===== config.mk =====
export PLATFORM = sky130hd
export DESIGN_NAME = pc_sequencer
export DESIGN_NICKNAME = d
export VERILOG_FILES = /design/src/rtl/pc_sequencer_pkg.sv /design/src/rtl/pc_sequencer_ras.sv /design/src/rtl/pc_sequencer.sv
export SDC_FILE = /design/constraint.sdc
export NUM_CORES = 1
export LEC_CHECK = 0
export CAP_MARGIN = 25
export CORE_AREA = 2 2 197 199
export CTS_BUF_LIST = sky130_fd_sc_hd__clkbuf_8
export DETAILED_ROUTE_END_ITERATION = 6
export DIE_AREA = 0 0 199 201
export GPL_ROUTABILITY_DRIVEN = 0
export GPL_TIMING_DRIVEN = 0
export HOLD_SLACK_MARGIN = 0.03
export MAX_ROUTING_LAYER = met4
export PLACE_DENSITY = 0.39
export SETUP_SLACK_MARGIN = 0.4
export SYNTH_ARGS = -nofsm -noshare
export SYNTH_HDL_FRONTEND = slang
export SYNTH_HIERARCHICAL = 1
export SYNTH_SLANG_ARGS = --single-unit

===== constraint.sdc =====
create_clock -name clk -period 5.15 [get_ports clk]
set_clock_uncertainty 0.1 [all_clocks]
set_input_delay 1.03 -clock clk [delete_from_list [all_inputs] [get_ports clk]]
set_output_delay 1.03 -clock clk [all_outputs]
set_load 0.05 [all_outputs]

===== src/rtl/pc_sequencer_pkg.sv =====
// Shared defaults and types for the PC sequencer and its return-address stack.
package pc_sequencer_pkg;

  localparam int PW_DEF        = 32;
  localparam int IMMW_DEF      = 16;
  localparam int DW_DEF        = 32;
  localparam int RAS_DEPTH_DEF = 4;
  localparam logic [31:0] RESET_PC_DEF = 32'h0000_0000;

  // Aliases kept for blocks that still use the older parameter names.
  localparam int Pb      = PW_DEF;
  localparam int ImmBits = IMMW_DEF;
  localparam int N       = DW_DEF;

  typedef enum logic [2:0] {
    SRC_SEQ,
    SRC_BR,
    SRC_JIMM,
    SRC_JREG,
    SRC_RAS
  } next_src_t;

  // BEQ takes on zero, BNE takes on non-zero.
  function automatic logic branch_taken(input logic beq_bne, input logic zero);
    return beq_bne ^ zero;
  endfunction

endpackage


===== src/rtl/pc_sequencer_ras.sv =====
// Circular return-address stack: push, pop and replace-top, with overflow and
// underflow event flags (combinational; the parent registers them).
module pc_sequencer_ras
  import pc_sequencer_pkg::*;
#(
  parameter int DEPTH = RAS_DEPTH_DEF,
  parameter int WIDTH = PW_DEF
) (
  input  logic             clk,
  input  logic             rst_n,
  input  logic             en_i,
  input  logic             push_i,
  input  logic             pop_i,
  input  logic [WIDTH-1:0] din_i,
  output logic [WIDTH-1:0] top_o,
  output logic             empty_o,
  output logic             overflow_o,
  output logic             underflow_o
);

  localparam int PTR_W = $clog2(DEPTH);
  localparam int CNT_W = PTR_W + 1;

  logic [WIDTH-1:0] mem_q [DEPTH];
  logic [PTR_W-1:0] top_q, top_d, wr_idx;
  logic [CNT_W-1:0] cnt_q, cnt_d;
  logic             wr_en;
  logic             full;

  assign empty_o = (cnt_q == '0);
  assign full    = (cnt_q == CNT_W'(DEPTH));
  assign top_o   = mem_q[top_q];

  always_comb begin
    // NOTE: every combinational output gets a default first so no path can infer a latch.
    top_d       = top_q;
    cnt_d       = cnt_q;
    wr_en       = 1'b0;
    wr_idx      = top_q + PTR_W'(1);
    overflow_o  = 1'b0;
    underflow_o = 1'b0;
    if (en_i) begin
      unique case ({push_i, pop_i})
        2'b10: begin
          // When full, top+1 is the oldest slot, so the write evicts it.
          wr_en = 1'b1;
          top_d = top_q + PTR_W'(1);
          if (full) overflow_o = 1'b1;
          else      cnt_d      = cnt_q + CNT_W'(1);
        end
        2'b01: begin
          if (empty_o) begin
            underflow_o = 1'b1;
          end else begin
            top_d = top_q - PTR_W'(1);
            cnt_d = cnt_q - CNT_W'(1);
          end
        end
        2'b11: begin
          if (empty_o) begin
            // Nothing to replace: the return misses and the call still pushes.
            underflow_o = 1'b1;
            wr_en       = 1'b1;
            top_d       = top_q + PTR_W'(1);
            cnt_d       = cnt_q + CNT_W'(1);
          end else begin
            wr_en  = 1'b1;
            wr_idx = top_q;
          end
        end
        default: ;
      endcase
    end
  end

  // NOTE: sequential state uses non-blocking assignments so all registers update together.
  always_ff @(posedge clk) begin
    if (!rst_n) begin
      top_q <= '0;
      cnt_q <= '0;
    end else begin
      top_q <= top_d;
      cnt_q <= cnt_d;
    end
  end

  // NOTE: the entry array has no reset; the count alone decides which entries are valid.
  always_ff @(posedge clk) begin
    if (wr_en) mem_q[wr_idx] <= din_i;
  end

endmodule


===== src/rtl/pc_sequencer.sv =====
// Program-counter sequencer with branch/jump target selection and a return-address
// stack. Define PC_PERF_CNT_EN to add taken_cnt / ras_hit_cnt performance counters.
module pc_sequencer
  import pc_sequencer_pkg::*;
#(
  parameter int            PW        = PW_DEF,
  parameter int            IMMW      = IMMW_DEF,
  parameter int            DW        = DW_DEF,
  parameter int            RAS_DEPTH = RAS_DEPTH_DEF,
  parameter logic [PW-1:0] RESET_PC  = PW'(RESET_PC_DEF)
) (
  input  logic            clk,
  input  logic            rst_n,
  input  logic            stall,
  input  logic            branch,
  input  logic            beq_bne,
  input  logic            zero,
  input  logic            jmp,
  input  logic            jmp_reg,
  input  logic            link,
  input  logic            ret,
  input  logic [IMMW-1:0] imm,
  input  logic [DW-1:0]   qs,
  output logic [PW-1:0]   pc,
  output logic [PW-1:0]   pc_plus4,
  output logic            ras_overflow,
  output logic            ras_underflow,
  output logic            misalign
`ifdef PC_PERF_CNT_EN
  ,
  output logic [31:0]     taken_cnt,
  output logic [31:0]     ras_hit_cnt
`endif
);

  logic [PW-1:0] pc_q, pc_d;
  logic          ovf_q, unf_q, mis_q;
  logic [PW-1:0] br_tgt, jimm_tgt, jreg_tgt, ras_top;
  logic [PW-1:0] imm_sext;
  logic          ras_empty, ras_ovf, ras_unf, mis_d;
  next_src_t     src;

  assign pc_plus4 = pc_q + PW'(4);
  assign imm_sext = {{(PW-IMMW){imm[IMMW-1]}}, imm};
  assign br_tgt   = pc_plus4 + (imm_sext << 2);
  assign jimm_tgt = {pc_plus4[PW-1:IMMW+2], imm, 2'b00};
  assign jreg_tgt = {qs[PW-1:2], 2'b00};

  always_comb begin
    src = SRC_SEQ;
    if (ret && !ras_empty)                src = SRC_RAS;
    else if (ret)                         src = SRC_JREG;
    else if (jmp)                         src = jmp_reg ? SRC_JREG : SRC_JIMM;
    else if (branch && branch_taken(beq_bne, zero)) src = SRC_BR;
  end

  always_comb begin
    pc_d = pc_plus4;
    unique case (src)
      SRC_RAS:  pc_d = ras_top;
      SRC_JREG: pc_d = jreg_tgt;
      SRC_JIMM: pc_d = jimm_tgt;
      SRC_BR:   pc_d = br_tgt;
      default:  pc_d = pc_plus4;
    endcase
  end

  assign mis_d = (src == SRC_JREG) && (qs[1:0] != 2'b00);

  pc_sequencer_ras #(
    .DEPTH (RAS_DEPTH),
    .WIDTH (PW)
  ) u_ras (
    .clk         (clk),
    .rst_n       (rst_n),
    .en_i        (!stall),
    .push_i      (link),
    .pop_i       (ret),
    .din_i       (pc_plus4),
    .top_o       (ras_top),
    .empty_o     (ras_empty),
    .overflow_o  (ras_ovf),
    .underflow_o (ras_unf)
  );

  // Pulses are registered so they line up with the pc they describe.
  always_ff @(posedge clk) begin
    if (!rst_n) begin
      pc_q  <= RESET_PC;
      ovf_q <= 1'b0;
      unf_q <= 1'b0;
      mis_q <= 1'b0;
    end else if (stall) begin
      ovf_q <= 1'b0;
      unf_q <= 1'b0;
      mis_q <= 1'b0;
    end else begin
      pc_q  <= pc_d;
      ovf_q <= ras_ovf;
      unf_q <= ras_unf;
      mis_q <= mis_d;
    end
  end

  assign pc            = pc_q;
  assign ras_overflow  = ovf_q;
  assign ras_underflow = unf_q;
  assign misalign      = mis_q;

`ifdef PC_PERF_CNT_EN
  logic [31:0] taken_q, hit_q;

  // Any non-sequential redirect (branch, jump or return) counts as taken.
  always_ff @(posedge clk) begin
    if (!rst_n) begin
      taken_q <= '0;
      hit_q   <= '0;
    end else if (!stall) begin
      if (src != SRC_SEQ && taken_q != '1) taken_q <= taken_q + 32'd1;
      if (src == SRC_RAS && hit_q != '1)   hit_q   <= hit_q + 32'd1;
    end
  end

  assign taken_cnt   = taken_q;
  assign ras_hit_cnt = hit_q;
`endif

endmodule


### Word-level counts from Yosys, hierarchy flattened

Memory sizes are Yosys's and may differ from the RTL's. A register that Yosys moved wholly into a read port is not among the register bits.
Index checks and enable logic that the tools add are counted.
Widths: inputs -> output; s select.

* $add $sub $neg: 6
* equality and inequality tests: 11
* mux-type cells: 23
* bitwise operators: 5
* reductions and logical operators: 14

Operators by type and width (count)
* $pmux 32 s4: 1
* $add 32x3->32 const B: 1
* $add 32x32->32: 1
* $mux 2: 8
* $mux 3: 4
* $pmux 3 s3: 1
* $mux 1: 8
* $eq 3x2->1 const B: 2
* $eq 3x3->1 const B: 2
* $ne 2x2->1 const B: 3
* $pmux 2 s3: 1
* $reduce_or 2->1: 3
* $reduce_or 3->1: 2
* $reduce_and 5->1: 1
* $eq 2x2->1 const B: 2
* $not 1->1: 4
* $add 3x1->3 const B: 1
* $eq 3x1->1 const B: 1
* $logic_and 1x1->1: 3
* $logic_not 3->1: 1
* $reduce_and 3->1: 1
* $reduce_bool 3->1: 1
* $sub 3x1->3 const B: 1
* $add 2x1->2 const B: 1
* other kinds (5): 5

* register bits after elaboration: 40
* RAM bits: 128
* bits of input ports: 58
* logic and storage cells: 66
* memories kept: 1

Memories
* u_ras.mem_q: words 4, bits a word 32, read ports 1, clocked after Yosys merged registers in 1, write ports 1, RTL line pc_sequencer_ras.sv:24 `logic [WIDTH-1:0] mem_q [DEPTH];`

### Longest topological paths before layout

* depth after elaboration: 8
* mapped depth: 15
* mapped depth without buffers: 15

### By module

The synthesis kept the hierarchy.

By module, submodules not included
* pc_sequencer_ras: instances 1, cells each 224, area each 5061.1 um^2
* pc_sequencer: instances 1, cells each 562, area each 4265.3 um^2

### Worst setup path after synthesis

Ideal clock, no wire load.

* path type: reg2reg
* start point: register pc_q[2] (netlist: pc[2])
* end point: register pc_q[23] (netlist: pc[23])
* arrival time: 4653 ps
* slack: 275 ps
* cell stages (with the launch flop): 15
* path buffers: 0
* cells stage by stage: dfxtp_1 ha_1 inv_1 nor3_4 nand2_1 xnor2_1 ha_1 a211oi_1 nor2_1 o41ai_1 a21oi_1 nor3b_2 mux2i_1 a31oi_1 a311o_1

* word-level cells in the longest chain between the ends: 3

Ends and longest elaborated chain
* start, declared: RTL line pc_sequencer.sv:36 `logic [PW-1:0] pc_q, pc_d;`
* start signal, assigned: RTL line pc_sequencer.sv:98 `pc_q <= pc_d;`
* $add 32x3->32: RTL line pc_sequencer.sv:43 `assign pc_plus4 = pc_q + PW'(4);`
* named net pc_plus4[16]: RTL line pc_sequencer.sv:25 `output logic [PW-1:0] pc_plus4,`
* $add 32x32->32: RTL line pc_sequencer.sv:45 `assign br_tgt = pc_plus4 + (imm_sext << 2);`
* $pmux 32 s4: RTL line pc_sequencer.sv:59 `unique case (src)`

The timed path passes the listed nets, and every way through them passes these cells.
A chain may end at the register's enable or synchronous reset.

### Worst setup path in the final report

* start point: register pc_q[13] (netlist: pc[13])
* end point: output port pc_plus4[24]

* word-level cells in the longest chain between the ends: 1

Ends and longest elaborated chain (RTL line)
* $add 32x3->32: pc_sequencer.sv:43
* end, declared: pc_sequencer.sv:25

No other way between the ends.

==> impl_metrics.ini <==
[finish]
layout_common_cells = edfxtp_1 (128), clkdlybuf4s50_1 (115), nand2_1 (58)
drive_gt1_share_pct = 13.2
layout_commonest_cell = edfxtp_1
nFillCells = 3898
design_area_um2 = 11900
synthToLayoutAreaGrowth_pct = 27.6
stdcell_count = 1468
antenna_cells = 0
num-nets-final = 1033

[yosys]
seq_area_frac_synth_pct = 50.2
ys_types = 72
syn-instance-count = 786
syn_area_um2 = 9330
async_flop_share_pct = 0
synth_edf_count = 128
yosys_register_bits = 170
ys.flop_type = edfxtp_1
synth_fp_nets = 882
yosysWarnings = 6
syn_area_per_cell_um2 = 11.9

[cts]
cts_max_level = 4
clock_path_buffers = 2
cts_num_sinks = 170
cts_tree = done
cts_root_buf = clkbuf_8
hold_buffers = 0
cts_inserted_buffers = 17
clk_pin_slew_ns = 0.10
clk_latency_ns = 0.48

[critical_path]
crit_family = simple AND/OR/NAND/NOR gates
cp-end-kind = primary output
cp_data_arrival_time_ns = 3.47
crit_slowest_cell = clkdlybuf4s50_1
critPathLaunch = pc[13]
critPathBufInv = 1
critPathMaxFanout = 8
critPathLaunchType = flip-flop
crit_type = reg2out
path_cells = and4_1, and3_1, and2_1, nand2_1, xnor2_2, clkdlybuf4s50_1
cp.required_ns = 4.02
max_stage_delay_ns = 0.90
r2r_start = pc[8]

[placement]
place_area_um2 = 11400
pre_cts_slack_ns = 0.368
io_buffers = 122
dp.cells = 1430
hpwl_um = 24800

[route]
wl_um = 33900
vias = 7280
route.detailed.wl_per_inst_um = 23.1
vias_per_cell = 4.96
firstDrtPassIters = 7
drc = 1
antenna_left = 0
detail_route.iter0.violations = 572

[job]
drv_cap = 0

[global_route]
grt_pass1_vias = 7392
overflow = 0
grt_pass1_wl_um = 49900
antenna_found_initial = 0
grt_use_total_pct = 17.7
grt_max_degree = 20

[floorplan]
core_um2 = 38100
num_rows = 72
die_x_um = 199
initial_core_util_pct = 24.5
dieHeight_um = 201
ioPinCount = 125
die-area_um2 = 40000

[hold_path]
hold_start = u_ras/cnt_q[2]
hold_path_class = reg2reg

[sta]
max_slew_margin_pct = 18.5
slew_viol_final = 0
setup_viol = 0
period_needed_ns = 4.60
fin_ws_ns = 0.547
finalHoldViolCount = 0
tightest_slew_ns = 1.22
rsz0062_at_grt = false
clock.fmax_ghz = 0.217
post-route-period-util_pct = 89.4
setup_tns_ns = 0

[status]
status = complete, but fails checks
violations = DRC

[power_and_ir_drop]
p_per_area_nw_per_um2 = 297
p_leak_uw = 0.00427
irDropWorstVdd_mv = 0.163
[cells in the mapped netlist, drive strengths merged, types with 9 or more instances]
| library cell | n | area share [%] |
|---|---|---|
| xnor2 | 35 | 3.4 |
| buf | 17 | 1.0 |
| nand2 | 58 | 2.3 |
| a21o | 10 | 0.80 |
| dfxtp | 42 | 9.0 |
| and3 | 12 | 0.91 |
| a21boi | 9 | 0.72 |
| edfxtp | 128 | 41 |
| and2 | 13 | 0.87 |
| nand3 | 24 | 1.3 |
| nor2 | 34 | 1.4 |
| a221o | 10 | 1.1 |
| o21ai | 50 | 2.7 |
| a221oi | 13 | 1.3 |
| ha | 36 | 4.8 |
| inv | 17 | 0.68 |
| o211ai | 11 | 0.89 |
| a21oi | 56 | 3.0 |
| a222oi | 12 | 1.3 |
| nor3 | 12 | 0.89 |
| xor2 | 19 | 1.8 |
| nand2b | 11 | 0.74 |
| mux4 | 32 | 7.7 |
| clkbuf | 24 | 0.97 |
[final timing paths]
path | slack (ns) | end | cells past startpoint
hold / removal | 0.46 | u_ras/cnt_q[2] | 2
setup / recovery | 0.55 | pc_plus4[24] | 6
hold reg to reg | 0.46 | u_ras/cnt_q[2] | 2
setup reg to reg | 0.73 | pc[28] | 13
[layout make-up]
class	count	area (um^2)	share of cell area, %
multi-input combinational	558	4530	38.1
timing repair buffer	132	1400	11.8
buffer	41	186	1.57
sequential	170	4680	39.4
clock buffer	19	262	2.20
tap	518	648	5.45
inverter	17	63.8	0.536
clock inverter	13	116	0.978
[state kept, by name, summed over array words and instances (netlist names), named ones only]
register and cells:
ras_underflow 1, u_ras/mem_q 128, u_ras/top_q 2, u_ras/cnt_q 3
misalign 1, ras_overflow 1, pc 32
[kinds of logic (layout without fill, tap and decap cells)]
| group | count (synthesis) | in the layout | synth area share, % |
|---|---|---|---|
| AOI/OAI and AO/OA | 220 | 220 | 16.1 |
| buffers and inverters | 58 | 222 | 2.68 |
| and+or+nand+nor | 209 | 209 | 12.2 |
| muxes | 37 | 37 | 8.26 |
| DFF | 170 | 170 | 50.2 |
| xor gates and xnor gates | 54 | 54 | 5.23 |
| adders and majority gates | 38 | 38 | 5.26 |
[tightest hold or removal path, stage by stage, from the launching register on]
cell and delay, ns:
dfxtp_1 0.37, o21ai_0 0.09, a21boi_1 0.06
[power by group]
| part | switching [uW] | internal (uW) |
|---|---|---|
| clock | 538 | 410 |
| combinational | 610 | 362 |
| sequential | 61.5 | 1550 |
| total | 1210 | 2320 |
[per-layer routing]
| metal | routed length [um] | GRT usage (%) |
|---|---|---|
| met3 | 1410 | 2.50 |
| met2 | 15300 | 26.5 |
| met1 | 16800 | 25.2 |
| met4 | 447 | 4.42 |
| met5 | 0 | - |
[what timing repair did]
action,CTS,global route
buffers inserted,5,0
setup endpoints to repair,14,9
pin swaps,2,0
gates resized for setup,10,7
[through the flow]
step	util (%)	total power (uW)	hold WS, ns
2_1_floorplan	-	2240	0.393
3_3_place_gp	29.5	2610	0.447
3_5_place_dp	29.8	2610	0.446
4_1_cts	31.1	3580	0.461
5_1_grt	31.2	3710	0.494
6_report	31.2	3530	0.458
(Power assumes the default switching activity.)
